### config.mk
export PLATFORM = sky130hd
export DESIGN_NAME = branch_resolve_unit
export DESIGN_NICKNAME = d
export VERILOG_FILES = /design/src/rtl/bru_pkg.sv /design/src/rtl/bru_fifo.sv /design/src/rtl/branch_resolve_unit.sv
export SDC_FILE = /design/constraint.sdc
export NUM_CORES = 1
export LEC_CHECK = 0
export BUFFER_PORTS_ARGS = -buffer_cell sky130_fd_sc_hd__buf_2
export CORE_UTILIZATION = 30
export DETAILED_ROUTE_END_ITERATION = 16
export GPL_TIMING_DRIVEN = 1
export PLACE_DENSITY_LB_ADDON = 0.05
export SLEW_MARGIN = 20
export SYNTH_ARGS = -nofsm -noshare
export SYNTH_HDL_FRONTEND = slang
export SYNTH_SLANG_ARGS = --single-unit
export TNS_END_PERCENT = 1
### constraint.sdc
create_clock -name clk -period 6.65 [get_ports clk]
set_input_delay 1.33 -clock clk [delete_from_list [all_inputs] [get_ports clk]]
set_output_delay 1.33 -clock clk [all_outputs]
set_load 0.02 [all_outputs]
### src/rtl/bru_pkg.sv
// Shared types and constants for the branch resolve unit.
package bru_pkg;

  localparam int unsigned DefaultDepth = 4;
  localparam int unsigned DefaultPcInc = 4;

  // One in-flight prediction as recorded at decode.
  typedef struct packed {
    logic [31:0] pc;
    logic        taken;
    logic [31:0] target;
  } bru_entry_t;

  localparam int unsigned EntryW = $bits(bru_entry_t);

  // Ceiling log2, used for pointer widths (returns 0 for value <= 1).
  function automatic int unsigned clog2(input int unsigned value);
    int unsigned res;
    res = 0;
    while ((64'd1 << res) < 64'(value)) begin
      res++;
    end
    return res;
  endfunction

endpackage

### src/rtl/bru_fifo.sv
// In-order circular buffer of predicted branches with synchronous flush.
module bru_fifo
  import bru_pkg::*;
#(
  parameter int unsigned DEPTH = DefaultDepth,
  localparam int unsigned PtrW = clog2(DEPTH),
  localparam int unsigned CntW = PtrW + 1
) (
  input  logic             clk,
  input  logic             rst_n,
  input  logic             push,
  input  logic             pop,
  input  logic             flush,
  input  bru_entry_t       wdata,
  output bru_entry_t       rdata,
  output logic             full,
  output logic             empty,
  output logic [CntW-1:0]  count
);

  logic [PtrW-1:0] wr_ptr_q, wr_ptr_d;
  logic [PtrW-1:0] rd_ptr_q, rd_ptr_d;
  logic [CntW-1:0] count_q, count_d;
  bru_entry_t      mem_q [DEPTH];

  logic push_ok, pop_ok;

  assign full    = (count_q == CntW'(DEPTH));
  assign empty   = (count_q == '0);
  assign count   = count_q;
  assign rdata   = mem_q[rd_ptr_q];
  // Flush drops any same-cycle push; overflow pushes are ignored.
  assign push_ok = push && !full && !flush;
  assign pop_ok  = pop && !empty;

  // Pointer and occupancy next-state.
  always_comb begin
    wr_ptr_d = wr_ptr_q;
    rd_ptr_d = rd_ptr_q;
    count_d  = count_q;
    if (flush) begin
      rd_ptr_d = wr_ptr_q;
      count_d  = '0;
    end else begin
      if (push_ok) wr_ptr_d = wr_ptr_q + 1'b1;
      if (pop_ok)  rd_ptr_d = rd_ptr_q + 1'b1;
      if (push_ok && !pop_ok)      count_d = count_q + CntW'(1);
      else if (!push_ok && pop_ok) count_d = count_q - CntW'(1);
    end
  end

  // Pointer and occupancy state.
  always_ff @(posedge clk or negedge rst_n) begin
    if (!rst_n) begin
      wr_ptr_q <= '0;
      rd_ptr_q <= '0;
      count_q  <= '0;
    end else begin
      wr_ptr_q <= wr_ptr_d;
      rd_ptr_q <= rd_ptr_d;
      count_q  <= count_d;
    end
  end

  // Entry storage; contents are only meaningful below the occupancy count.
  always_ff @(posedge clk) begin
    if (push_ok) mem_q[wr_ptr_q] <= wdata;
  end

endmodule

### src/rtl/branch_resolve_unit.sv
// Branch resolve unit: queues decode predictions, checks them against
// execute outcomes, drives predictor updates and mispredict redirects.
// Optional statistics counters are built when BRU_STATS_EN is defined.
module branch_resolve_unit
  import bru_pkg::*;
#(
  parameter int unsigned DEPTH  = DefaultDepth,
  parameter int unsigned PC_INC = DefaultPcInc,
  localparam int unsigned CntW  = clog2(DEPTH) + 1
) (
  input  logic             clk,
  input  logic             rst_n,
  input  logic             pred_valid,
  output logic             pred_ready,
  input  logic [31:0]      pred_pc,
  input  logic             pred_taken,
  input  logic [31:0]      pred_target,
  input  logic             resolve_valid,
  input  logic             resolve_taken,
  input  logic [31:0]      resolve_target,
  output logic             update_valid,
  output logic [31:0]      update_addr,
  output logic             update_taken,
  output logic             mispredict,
  output logic [31:0]      redirect_pc,
  output logic [CntW-1:0]  pending,
  output logic             underflow_err,
  output logic [15:0]      stat_resolved,
  output logic [15:0]      stat_mispred
);

  bru_entry_t wr_entry, head;
  logic       full, empty, pop_en, mispred_now, flush;

  logic        update_valid_q, update_valid_d;
  logic [31:0] update_addr_q, update_addr_d;
  logic        update_taken_q, update_taken_d;
  logic        mispredict_q, mispredict_d;
  logic [31:0] redirect_pc_q, redirect_pc_d;
  logic        underflow_q, underflow_d;

  assign wr_entry = '{pc: pred_pc, taken: pred_taken, target: pred_target};
  assign pop_en   = resolve_valid && !empty;

  // Wrong direction, or right direction (taken) but wrong target.
  assign mispred_now = (head.taken != resolve_taken) ||
                       (head.taken && resolve_taken && (head.target != resolve_target));
  assign flush = pop_en && mispred_now;

  bru_fifo #(
    .DEPTH (DEPTH)
  ) u_fifo (
    .clk   (clk),
    .rst_n (rst_n),
    .push  (pred_valid),
    .pop   (pop_en),
    .flush (flush),
    .wdata (wr_entry),
    .rdata (head),
    .full  (full),
    .empty (empty),
    .count (pending)
  );

  assign pred_ready = !full;

  // Resolution outputs next-state; address/redirect hold between events.
  always_comb begin
    update_valid_d = pop_en;
    update_addr_d  = pop_en ? head.pc : update_addr_q;
    update_taken_d = pop_en ? resolve_taken : update_taken_q;
    mispredict_d   = flush;
    redirect_pc_d  = redirect_pc_q;
    if (flush) begin
      redirect_pc_d = resolve_taken ? resolve_target : (head.pc + PC_INC[31:0]);
    end
    underflow_d = underflow_q || (resolve_valid && empty);
  end

  // Registered resolution outputs.
  always_ff @(posedge clk or negedge rst_n) begin
    if (!rst_n) begin
      update_valid_q <= 1'b0;
      update_addr_q  <= '0;
      update_taken_q <= 1'b0;
      mispredict_q   <= 1'b0;
      redirect_pc_q  <= '0;
      underflow_q    <= 1'b0;
    end else begin
      update_valid_q <= update_valid_d;
      update_addr_q  <= update_addr_d;
      update_taken_q <= update_taken_d;
      mispredict_q   <= mispredict_d;
      redirect_pc_q  <= redirect_pc_d;
      underflow_q    <= underflow_d;
    end
  end

  assign update_valid  = update_valid_q;
  assign update_addr   = update_addr_q;
  assign update_taken  = update_taken_q;
  assign mispredict    = mispredict_q;
  assign redirect_pc   = redirect_pc_q;
  assign underflow_err = underflow_q;

`ifdef BRU_STATS_EN
  logic [15:0] stat_resolved_q, stat_resolved_d;
  logic [15:0] stat_mispred_q, stat_mispred_d;

  // Saturating counters that follow the registered strobes.
  always_comb begin
    stat_resolved_d = stat_resolved_q;
    stat_mispred_d  = stat_mispred_q;
    if (update_valid_q && (stat_resolved_q != 16'hFFFF)) stat_resolved_d = stat_resolved_q + 16'd1;
    if (mispredict_q && (stat_mispred_q != 16'hFFFF))     stat_mispred_d  = stat_mispred_q + 16'd1;
  end

  // Statistics state.
  always_ff @(posedge clk or negedge rst_n) begin
    if (!rst_n) begin
      stat_resolved_q <= '0;
      stat_mispred_q  <= '0;
    end else begin
      stat_resolved_q <= stat_resolved_d;
      stat_mispred_q  <= stat_mispred_d;
    end
  end

  assign stat_resolved = stat_resolved_q;
  assign stat_mispred  = stat_mispred_q;
`else
  assign stat_resolved = 16'h0000;
  assign stat_mispred  = 16'h0000;
`endif

endmodule

==> summary.md <==
| Metric | Value |
|---|---|
| Max-cap violations | `0` |
| Clk sinks | `335` |
| Sum of negative setup slack | `0 ns` |
| Comb power frac | `32.4%` |
| DR pass1 iterations | `5` |
| Initial DRC Count | `536` |
| Endpoint class of the critical path | `flop` |
| Power Dens Cells | `473 mW/mm^2` |
| Fraction of synthesized cell area in xor and xnor cells | `3.50%` |
| Ys Warns | `0` |
| Root Buffer | `clkbuf_16` |
| Synth Cell Area | `0.0140 mm^2` |
| Power share of the clock group | `28.0%` |
| CP Data Arrival Time | `5.06 ns` |
| Via Count | `7682` |
| Req. time, crit path | `6.85 ns` |
| Slowest CP cell | `dfrtp_4` |
| Via-to-Cell Ratio | `4.53` |
| Largest family of logic cells by synthesized area | `multiplexers` |
| Yosys cell types | `52` |
| Wire per inst | `22.4 um` |
| Total power | `7.92 mW` |
| Number of antenna repair diodes | `0` |
| VDD IR-drop max | `0.000175 V` |
| Max incr delay on CP | `0.88 ns` |
| Number of synthesized flops with an enable pin | `260` |
| Vias in the first global route | `7917` |
| HPWL after DPL | `25900 um` |
| DRC | `0` |
| Die X | `218 um` |
| Period utilization | `73.0%` |
| Initial antenna violation count | `1` |
| CP cell instances | `mux4_1 -> xor2_1 -> nor4_1 -> nand4_1 -> or4_4 -> o211ai_4 -> and2b_4 -> and2_2 -> buf_12` |
| Fmax | `206 MHz` |
| # setup viols final | `0` |
| Clock transition at path regs | `0.06 ns` |
| Syn avg cell area | `16.0 um^2` |
| Worst Setup EP | `u_fifo.mem_q[2][38]` |
| Clk buf depth | `3` |
| Post-Synth Simple-Gate Area | `7.17%` |
| Post-CTS resize count | `0` |
| Crit path time final | `4.86 ns` |
| Synth Area in Compound Gates | `3.72%` |
| Slew @ Worst Pin | `1.06 ns` |
| Cell count after synthesis | `874` |
| Placement Rows | `78` |
| Type of origin of the critical path | `flop` |
| Post-synthesis mux area share | `12.0%` |
| Initial Util | `30.7%` |
| R2r setup slk | `1.79 ns` |
| Final Hold Fails | `0` |
| Register area share after synthesis | `69.1%` |
| Hold Path Class | `reg -> reg` |
| Num CTS Buffers | `40` |
| Core area | `0.0457 mm^2` |
| Maximum fanout along the worst path | `34` |
| CTS Hold Buffers Added | `0` |
| GRT Util Overall | `16.2%` |
| Total global routing overflow | `0` |
| Largest net degree at the start of global routing | `66` |
| First-pass GRT wire length | `54800 um` |
| Die footprint | `0.0476 mm^2` |
| TritonCTS clock tree | `done` |
| H-tree levels | `2` |
| Outcome | `complete, no violations` |
| Leakage | `6.32 nW` |
| DIE HEIGHT | `218 um` |
| Port buffer count | `173` |
| Critical path origin | `u_fifo.rd_ptr_q[0]` |
| Reg2reg start | `u_fifo.rd_ptr_q[0]` |
| Post-Synth Adder-Cell Area | `0.679%` |
| Slew Limit Headroom | `29.2%` |
| Top_reg_cell synth | `edfxtp_1` |
| Share of cells above drive strength 1 | `31.0%` |
| FFs w/ async S/R, synth | `22.4%` |
| Clock skew | `0.0246 ns` |
| Fin. max-slew vios | `0` |
| Psw | `2.78 mW` |
| Routed wire length | `38000 um` |
| Final ANT Viol Nets | `0` |
| Clk_lat worst skew | `0.54 ns` |
| R2R Path End | `u_fifo.mem_q[2][38]` |
| Number of fill cells | `4406` |
| GPL Wtd Cong | `0.746` |
| Switching Fraction | `35.0%` |
| Synth-to-layout area growth | `19.7%` |
| # IOs | `206` |
| Crit Path Class | `reg -> reg` |
| RSZ-0062 raised after global routing | `no` |
| Nets@finish | `1174` |
| Worst reg2reg path depth | `9` |
| Post-synthesis register bit count | `335` |
| Setup bufs post-CTS | `0` |
| Part of the power in registers | `39.6%` |
| Int Power | `5.15 mW` |
[per-stage QoR]
stage / area (um^2) / instances / hold slack (ns) / worst slack, ns / utilization (%)
finish: 16800 / 1695 / 0.453 / 1.79 / 36.7
global route: 16800 / 1695 / 0.482 / 1.52 / 36.7
CTS: 16800 / 1695 / 0.462 / 1.68 / 36.7
detailed placement: 15400 / 1623 / 0.449 / 1.71 / 33.8
global placement: 15400 / 1623 / 0.438 / 1.79 / 33.8
floorplan: 14100 / 905 / 0.532 / 1.15 / -
[layout make-up]
cell class              count  area [um^2]  area share [%]
well taps                 600          751            4.48
clock inverters            23          267            1.59
clock buffers              49         1070            6.36
multi-input cells         491         3920            23.4
inverters                  11         41.3           0.246
flip-flops and latches    335         9690            57.8
repair buffers            186         1030            6.13
[cell usage after synthesis, types with 7 or more instances]
master	count	area, um^2
o21ai_2	17	149
nor2_1	27	101
nor3_1	8	40.0
nand4_1	10	62.6
o21ai_0	22	110
buf_4	37	278
clkbuf_1	10	37.5
xor2_1	38	333
mux2i_1	24	240
a21oi_1	18	90.1
inv_1	9	33.8
edfxtp_1	260	7810
mux4_2	54	1220
xnor2_1	18	158
nand2_1	144	541
nand2b_1	7	43.8
dfrtp_1	75	1880
[placed cells by master (no fill, tap or decap), drive strengths merged, types with 7 or more instances in the layout]
| cell type | instances |
|---|---|
| dfrtp | 75 |
| nor2 | 27 |
| nand2b | 7 |
| xor2 | 38 |
| clkinv | 15 |
| conb | 32 |
| edfxtp | 260 |
| mux4 | 60 |
| clkbuf | 49 |
| mux2i | 24 |
| inv | 12 |
| nor3 | 9 |
| nand4 | 10 |
| nand2 | 144 |
| o21ai | 39 |
| a21oi | 18 |
| xnor2 | 18 |
| buf | 186 |
[routing by layer]
metal  part of all wire (%)  vias up  global-route usage [%]
met3                    4.0       48                    2.87
li1                       -     3602                       -
met1                     46     3849                    22.3
met4                    2.2        2                    5.10
met5                  0.029        -                       0
met2                     47      181                    26.0
[critical path: cells and delay by family, from the launching register on]
kind	cells	cell delay [ns]
AO/OA/AOI/OAI	1	0.20
XOR/XNOR	1	0.16
buffers and inverters	1	0.31
flip-flops	1	0.88
multiplexers	1	0.68
AND/OR/NAND/NOR	5	2.21
[worst min-delay path by stage]
stage	cells after the start	end	slack, ns	from
after floorplan	1	u_fifo.wr_ptr_q[1]	0.53	u_fifo.wr_ptr_q[1]
after global placement	1	underflow_err	0.44	underflow_err
after detailed placement	1	underflow_err	0.45	underflow_err
after CTS	1	underflow_err	0.46	underflow_err
after global routing	1	underflow_err	0.48	underflow_err
final	1	underflow_err	0.45	underflow_err
[state kept, by name (all words and copies together), names as in the netlist]
signal and count:
mispredict 1, redirect_pc 32, u_fifo.count 3, u_fifo.mem_q 260
u_fifo.rd_ptr_q 2, u_fifo.wr_ptr_q 2, underflow_err 1, update_addr 32
update_taken 1, update_valid 1
[logic make-up (layout without fill, tap and decap cells)]
logic type / Yosys count / count (layout)
flops: 335 / 335
simple gates: 228 / 228
mux: 90 / 90
buf+inv: 79 / 269
compound gates: 78 / 78
xor+xnor: 56 / 56
fa+ha+maj: 7 / 7
other cells: 1 / 32
[power groups by stage]
stage / clock [mW] / sequential [mW] / combinational, mW
2_1_floorplan: 0 / 3.26 / 1.62
3_3_place_gp: 0 / 3.20 / 2.63
3_5_place_dp: 0 / 3.19 / 2.64
4_1_cts: 2.29 / 3.16 / 2.65
5_1_grt: 2.37 / 3.20 / 2.81
6_report: 2.22 / 3.14 / 2.57
Power figures use the tool's default switching activity.
